### src/rtl/fb_port_arbiter.sv
// rtl/fb_port_arbiter.sv - frame-buffer RAM arbiter: scanout reads over queued SPI writes
module fb_port_arbiter #(
    parameter int ADDR_W        = 16,
    parameter int DATA_W        = 8,
    parameter int RD_LATENCY    = 1,
    parameter int WR_FIFO_DEPTH = 16,
    parameter int STARVE_LIMIT  = 8
) (
    input  logic                             clk,
    input  logic                             rst,
    input  logic                             rd_req,
    input  logic [ADDR_W-1:0]                rd_addr,
    output logic                             rd_ack,
    output logic                             rd_valid,
    output logic [DATA_W-1:0]                rd_data,
    input  logic                             wr_valid,
    input  logic [ADDR_W-1:0]                wr_addr,
    input  logic [DATA_W-1:0]                wr_data,
    output logic                             wr_ready,
    output logic [ADDR_W-1:0]                mem_addr,
    output logic [DATA_W-1:0]                mem_wdata,
    output logic                             mem_we,
    input  logic [DATA_W-1:0]                mem_rdata,
    output logic [$clog2(WR_FIFO_DEPTH):0]   fifo_level,
    output logic                             forced_wr
);

    localparam int PTR_W = $clog2(WR_FIFO_DEPTH);
    localparam int LVL_W = PTR_W + 1;
    localparam int CNT_W = $clog2(STARVE_LIMIT + 1) + 1;

    logic [ADDR_W-1:0]     fifo_addr_mem [WR_FIFO_DEPTH];
    logic [DATA_W-1:0]     fifo_data_mem [WR_FIFO_DEPTH];

    logic [PTR_W-1:0]      wr_ptr_q, wr_ptr_d;
    logic [PTR_W-1:0]      rd_ptr_q, rd_ptr_d;
    logic [LVL_W-1:0]      level_q, level_d;
    logic [CNT_W-1:0]      starve_q, starve_d;
    logic [RD_LATENCY-1:0] rd_pipe_q, rd_pipe_d;
    logic                  rd_valid_q, rd_valid_d;
    logic [DATA_W-1:0]     rd_data_q, rd_data_d;

    logic                  fifo_empty;
    logic                  fifo_full;
    logic                  push;
    logic                  pop;
    logic                  force_wr;
    logic [ADDR_W-1:0]     head_addr;
    logic [DATA_W-1:0]     head_data;

    assign fifo_empty = (level_q == '0);
    assign fifo_full  = (level_q == LVL_W'(WR_FIFO_DEPTH));
    assign head_addr  = fifo_addr_mem[rd_ptr_q];
    assign head_data  = fifo_data_mem[rd_ptr_q];
    assign wr_ready   = !rst && !fifo_full;
    assign push       = wr_valid && wr_ready;
    assign force_wr   = (STARVE_LIMIT > 0) && !fifo_empty &&
                        (starve_q == CNT_W'(STARVE_LIMIT));

    // One RAM operation per cycle; a starved write beats a pending scanout read.
    always_comb begin
        rd_ack    = 1'b0;
        mem_we    = 1'b0;
        forced_wr = 1'b0;
        mem_addr  = rd_addr;
        mem_wdata = head_data;
        if (!rst) begin
            if (force_wr) begin
                mem_we    = 1'b1;
                forced_wr = 1'b1;
                mem_addr  = head_addr;
            end else if (rd_req) begin
                rd_ack = 1'b1;
            end else if (!fifo_empty) begin
                mem_we   = 1'b1;
                mem_addr = head_addr;
            end
        end
    end

    assign pop = mem_we;

    always_comb begin
        wr_ptr_d = wr_ptr_q + PTR_W'(push);
        rd_ptr_d = rd_ptr_q + PTR_W'(pop);
        level_d  = level_q + LVL_W'(push) - LVL_W'(pop);
        starve_d = starve_q;
        if (fifo_empty || mem_we) begin
            starve_d = '0;
        end else if (starve_q != CNT_W'(STARVE_LIMIT)) begin
            starve_d = starve_q + CNT_W'(1);
        end
    end

    // rd_pipe_q[k] marks a read accepted k+1 cycles ago; the last stage captures RAM data.
    always_comb begin
        rd_pipe_d  = (rd_pipe_q << 1) | RD_LATENCY'(rd_ack);
        rd_valid_d = rd_pipe_q[RD_LATENCY-1];
        rd_data_d  = rd_pipe_q[RD_LATENCY-1] ? mem_rdata : rd_data_q;
    end

    always_ff @(posedge clk or posedge rst) begin
        if (rst) begin
            wr_ptr_q   <= '0;
            rd_ptr_q   <= '0;
            level_q    <= '0;
            starve_q   <= '0;
            rd_pipe_q  <= '0;
            rd_valid_q <= 1'b0;
            rd_data_q  <= '0;
        end else begin
            wr_ptr_q   <= wr_ptr_d;
            rd_ptr_q   <= rd_ptr_d;
            level_q    <= level_d;
            starve_q   <= starve_d;
            rd_pipe_q  <= rd_pipe_d;
            rd_valid_q <= rd_valid_d;
            rd_data_q  <= rd_data_d;
        end
    end

    always_ff @(posedge clk) begin
        if (push) begin
            fifo_addr_mem[wr_ptr_q] <= wr_addr;
            fifo_data_mem[wr_ptr_q] <= wr_data;
        end
    end

    assign rd_valid   = rd_valid_q;
    assign rd_data    = rd_data_q;
    assign fifo_level = level_q;

endmodule

### config.mk
export PLATFORM = sky130hd
export DESIGN_NAME = fb_port_arbiter
export DESIGN_NICKNAME = d
export VERILOG_FILES = /design/src/rtl/fb_port_arbiter.sv
export SDC_FILE = /design/constraint.sdc
export NUM_CORES = 1
export LEC_CHECK = 0
export CAP_MARGIN = 20
export CORE_MARGIN = 4
export CORE_UTILIZATION = 50
export CTS_CLUSTER_DIAMETER = 100
export DETAILED_ROUTE_END_ITERATION = 10
export HOLD_SLACK_MARGIN = 0.05
export PLACE_DENSITY = 0.8
export SLEW_MARGIN = 30
export SYNTH_ARGS = -nofsm -noshare
export SYNTH_HDL_FRONTEND = slang
export SYNTH_SLANG_ARGS = --single-unit
### constraint.sdc
create_clock -name clk -period 4 [get_ports clk]
set_input_delay 0.8 -clock clk [delete_from_list [all_inputs] [get_ports clk]]
set_output_delay 0.8 -clock clk [all_outputs]
set_load 0.02 [all_outputs]
* Word level (Yosys, flattened, before mapping)
Memories as Yosys holds them, arrays and structs flattened.
Cells that the tools add are included.
** Operators by class
- Eq/ne operators :: 3
- Reductions and logical operators :: 9
- Shifts and indexed selects :: 0
- Mux-type cells :: 17
- Div/mod/pow operators :: 0
- Bitwise operators :: 0
- $add $sub $neg :: 5
- Multiply operators :: 0
- $lt $le $gt $ge :: 0
** Operators with widths (count)
- 16-bit 2-to-1 mux :: 4
- 1-bit 2-to-1 mux :: 11
- 5-bit 2-to-1 mux :: 2
- 4-bit by 1-bit adder with 4-bit output :: 2
- 5-bit by 1-bit adder with 5-bit output :: 1
- 5-bit by 1-bit adder with 5-bit output, second input constant :: 1
- 5-bit by 4-bit equality test with 1-bit output, second input constant :: 1
- 5-bit equality test, second input constant :: 1
- 5-bit logical NOT :: 1
- 5-bit by 4-bit != test with 1-bit output, second input constant :: 1
- 5-bit by 1-bit subtractor with 5-bit output :: 1
- 1-bit logical AND :: 3
- 1-bit logical NOT :: 3
- 2-bit nonzero test :: 1
- 1-bit logical OR :: 1
** Storage, ports and cells
- Bits in latches :: 0
- Input port bits :: 52
- Memories :: 2
- Memory bits (read-only) :: 0
- Flip-flop bits (word level) :: 28
- RAM bits :: 384
** Memory list
- fifo_addr_mem :: depth 16, width 16, rd ports 1, clocked after Yosys merged registers in 0, write ports 1, line 32 : logic [ADDR_W-1:0] fifo_addr_mem [WR_FIFO_DEPTH];
- fifo_data_mem :: depth 16, width 8, rd ports 1, clocked after Yosys merged registers in 0, write ports 1, line 33 : logic [DATA_W-1:0] fifo_data_mem [WR_FIFO_DEPTH];

* Longest topological paths before layout
- Word-level depth :: 7
- Gate-level depth with buffers :: 14
- Depth with buffers taken out :: 13

* Least setup slack after synthesis
No wires, ideal clock.
- Path type :: input-to-reg
- From :: input port rst
- To :: memory fifo_addr_mem[0][0] (enable)
- Stages :: 4
- Data arrival time :: 3487 ps
- Setup slack :: 77 ps
- Buffers on the path :: 1
- Cells stage by stage :: clkbuf_1 a311oi_2 or3b_1 nor3_1
** Between the ends
- Word-level cells in the longest chain between the ends :: 5
** Ends and longest elaborated chain
- start: declaration :: line 10 : input logic rst,
- 1-bit logical NOT (no source line)
- 1-bit logical AND :: line 55 : assign wr_ready = !rst && !fifo_full;
- 1-bit logical AND :: line 56 : assign push = wr_valid && wr_ready;
- 1-bit 2-to-1 mux :: line 123 : if (push) begin
- 1-bit 2-to-1 mux (implied by the code) :: line 124 : fifo_addr_mem[wr_ptr_q] <= wr_addr;
- end: declaration :: line 32
Every way passes these cells.

* Final worst setup path
- From :: register level_q[2], in the netlist fifo_level[2]
- To :: output port mem_addr[9]
** Between the ends
- Word-level cells in the longest chain between the ends :: 5
- Elaborated cells on any way between the ends :: 7
- Classes of those cells :: mux (4); reduce/logical (3)
** Ends and longest elaborated chain
- start: declaration :: line 37 : logic [LVL_W-1:0] level_q, level_d;
- start signal: assignment :: line 114 : level_q <= level_d;
- 5-bit logical NOT * :: line 51 : assign fifo_empty = (level_q == '0);
- 16-bit 2-to-1 mux or 1-bit logical NOT (tied branches)
- 16-bit 2-to-1 mux or 1-bit logical AND (tied branches) :: line 72, 57
- 16-bit 2-to-1 mux * :: line 68 : if (force_wr) begin
- 16-bit 2-to-1 mux * :: line 67 : if (!rst) begin
- end: declaration :: line 20 : output logic [ADDR_W-1:0] mem_addr,
Every way passes the cells marked *; elsewhere a longest branch is shown, timed or not.

==> flow_summary.yaml <==
clock_network:
  cts_sinks: 412
  htree_num_levels: 2
  clkTransAtPathRegs_ps: 60
  cts_root_buf: "clkbuf_16"
  worstSkewPairLatency_ps: 540
  cts_tree: "built"
  clockBufferDepth: 3
  cts-buffers-inserted: 42
yosys:
  ys_ff_latch: 412
  seq_area_frac_synth_pct: 76.3
  yosys_warnings: 0
  synth.net_count: 785
  synthesis.instances: 720
  yosys.cell_types.count: 39
  avgSynthCellArea_um2: 22.3
  syn_area_um2: 16000
grt:
  gr-max-usage-layer: "met2"
  grt.met2_usage_pct: 32.9
  track_usage_pct: 19.9
  overflow: 0
  first_global_vias: 8164
  grt_max_degree: 38
  antenna_found_initial: 1
  grt_pass1_wl_um: 52400
  use_met1_pct: 27.5
  met3_usage_pct: 3.64
timing:
  maxSlewViolCount: 0
  timing.fmax_mhz: 260
  setup_violations: 0
  maxSlewHeadroom_pct: 60.4
  min_period_ps: 3850
  tightestPinTransition_ps: 592
  rsz0062_at_grt: "no"
  fin_crit_sh_pct: 96.2
  finalHoldViolCount: 0
  hold_ws_ps: 504
  skew_ps: 20.2
  fin_setup_tns_ps: 0
setup_path:
  critical_path_class: "register to output pin"
  crit_slowest_cell: "clkdlybuf4s50_1"
  cp.required_ps: 3200
  crit_arrival_ps: 3050
  end_kind: "output pin"
  slowest_delay_ps: 640
  cp_cell_sequence: "inv_1 -> ha_1 -> or4b_1 -> o2111ai_2 -> buf_8 -> o22ai_1 -> a21oi_1 -> clkdlybuf4s50_1"
  critPathMaxFanout: 16
  start_kind: "register"
power:
  leakagePower_nw: 6.22
  p_comb_share_pct: 29.5
  p_sw_share_pct: 29.0
  internal_power_w: 0.00904
  sequentialPowerShare_pct: 41.8
  irDropWorstVdd_mv: 0.361
  powerDensity_nw_per_um2: 667
  pwr-share-clk_pct: 28.7
  p_sw_w: 0.00370
final_layout:
  finalNetCount: 931
  mostFrequentLayoutCell: "edfxtp_1"
  layout_common_cells: "384 x edfxtp_1, 98 x mux4_2, 92 x clkdlybuf4s50_1"
  drive_gt1_share_pct: 28.1
  synthToLayoutAreaGrowth_pct: 19.1
die:
  io_pins: 94
  die_w_um: 187
  start_util_pct: 50.8
  core_um2: 31600
  dieArea_um2: 35000
  row_count: 65
  die_h_um: 187
routing:
  wl_um: 34600
  vias_per_cell: 6.08
  antenna_left: 0
  drt_iter0_drc: 841
  dr_total_vias: 7888
  routedWlPerCell_um: 26.7
  drt-pass1-iter-count: 5
  drc: 0
placed_design:
  gp_congestion: 0.752
  io_buffers: 93
  dp_hpwl_um: 19200
job:
  drv_cap: 0
worst_hold_path:
  min_path_type: "register to register"
status:
  status: "completed"
==> sequential cells by signal, summed over array words and instances (netlist names) <==
name and flops:
rd_ptr_q 4, wr_ptr_q 4, rd_data 8, fifo_level 5, fifo_addr_mem 256, fifo_data_mem 128
starve_q 5, rd_valid 1, rd_pipe_q 1
==> worst max-delay path, delay by kind of cell (launching register included) <==
family	cells	cell delay (ps)
flip-flops	1	410
adder cells (fa/ha/maj)	1	210
AND/OR/NAND/NOR	1	510
AO/OA/AOI/OAI	3	420
buffers and inverters	3	980
==> kinds of logic (layout without fill, tap and decap cells) <==
family / after synthesis / after routing / synth area share (%)
XOR/XNOR: 10 / 10 / 0.546
multiplexers: 129 / 129 / 16.5
AND/OR/NAND/NOR: 44 / 44 / 1.50
AO/OA/AOI/OAI: 60 / 60 / 2.37
other: 0 / 1 / 0
adder cells (fa/ha/maj): 13 / 13 / 1.06
buffers and inverters: 52 / 226 / 1.72
flip-flops: 412 / 412 / 76.3
==> layer usage <==
layer	vias to the layer above	wire [um]
li1	3329	-
met1	4093	13600
met2	397	17300
met3	69	2720
met4	0	982
met5	-	0
==> area by class of cell <==
type	instances	area, um2
Antenna cell	1	2.50
Fill cell	2103	12500
Multi-Input combinational cell	256	3590
Timing Repair Buffer	140	1420
Clock inverter	24	210
Sequential cell	412	12200
Tap cell	402	503
Clock buffer	48	1070
Inverter	14	52.6
==> stage by stage <==
stage | setup WS (ps) | utilization [%] | cell area (um2) | power, W | std cells
floorplan | 77.5 | - | 16000 | 0.00785 | 720
global placement | 349 | 56.3 | 17800 | 0.00905 | 1219
detailed placement | 255 | 56.3 | 17800 | 0.00912 | 1219
CTS | 13.6 | 60.4 | 19000 | 0.0128 | 1291
global route | 7.26 | 60.5 | 19100 | 0.0133 | 1297
finish | 150 | 60.5 | 19100 | 0.0127 | 1297
==> synthesized netlist by cell type <==
master | n | area (um2)
o22ai_1 | 32 | 200
or4b_1 | 1 | 10.0
nand4bb_1 | 1 | 11.3
buf_1 | 1 | 3.75
fa_1 | 1 | 20.0
or3b_1 | 1 | 8.76
mux2_2 | 25 | 282
nand3b_1 | 2 | 15.0
xor2_1 | 5 | 43.8
nor4b_2 | 1 | 15.0
nor3_1 | 8 | 40.0
a21o_1 | 1 | 7.51
nand2b_1 | 3 | 18.8
clkbuf_1 | 17 | 63.8
buf_2 | 10 | 50.1
a31oi_1 | 1 | 6.26
a211oi_1 | 1 | 7.51
o2111ai_2 | 1 | 15.0
a311oi_2 | 1 | 15.0
buf_8 | 1 | 15.0
ha_1 | 12 | 150
or2_2 | 1 | 6.26
mux4_1 | 6 | 158
and4bb_2 | 1 | 12.5
a32oi_1 | 1 | 8.76
nand3_1 | 5 | 25.0
edfxtp_1 | 384 | 11500
inv_1 | 14 | 52.6
buf_6 | 6 | 67.6
mux4_2 | 98 | 2210
and3_1 | 1 | 6.26
xnor2_1 | 5 | 43.8
nor2_1 | 17 | 63.8
o21bai_1 | 1 | 7.51
nand2_1 | 2 | 7.51
a21oi_1 | 20 | 100
dfrtp_1 | 28 | 701
a211oi_2 | 1 | 12.5
buf_4 | 3 | 22.5
==> path summary, 6_finish.rpt <==
kind	start	end	slack (ps)	cells past startpoint
worst min register to register	rd_data[4]	rd_data[4]	500	1
worst max register to register	starve_q[0]	fifo_level[4]	990	14
min in group asynchronous	rst	fifo_level[4]	870	4
worst max-delay path	fifo_level[2]	mem_addr[9]	150	8
max in group asynchronous	rst	rd_ptr_q[2]	2830	4
worst min-delay path	rd_data[4]	rd_data[4]	500	1
==> power by group through the flow <==
stage / registers (W) / logic [W] / clock network (W)
2_1_floorplan: 0.00529 / 0.00256 / 0
3_3_place_gp: 0.00541 / 0.00364 / 0
3_5_place_dp: 0.00543 / 0.00369 / 0
4_1_cts: 0.00535 / 0.00374 / 0.00370
6_report: 0.00533 / 0.00376 / 0.00365
5_1_grt: 0.00536 / 0.00400 / 0.00389
==> timing repair <==
item,4_1_cts,5_1_grt
endpoints found under the setup margin,2,5
gates resized for setup,1,2
buffers inserted,0,5
hold buffers,0,0
Power figures use the tool's default switching activity.
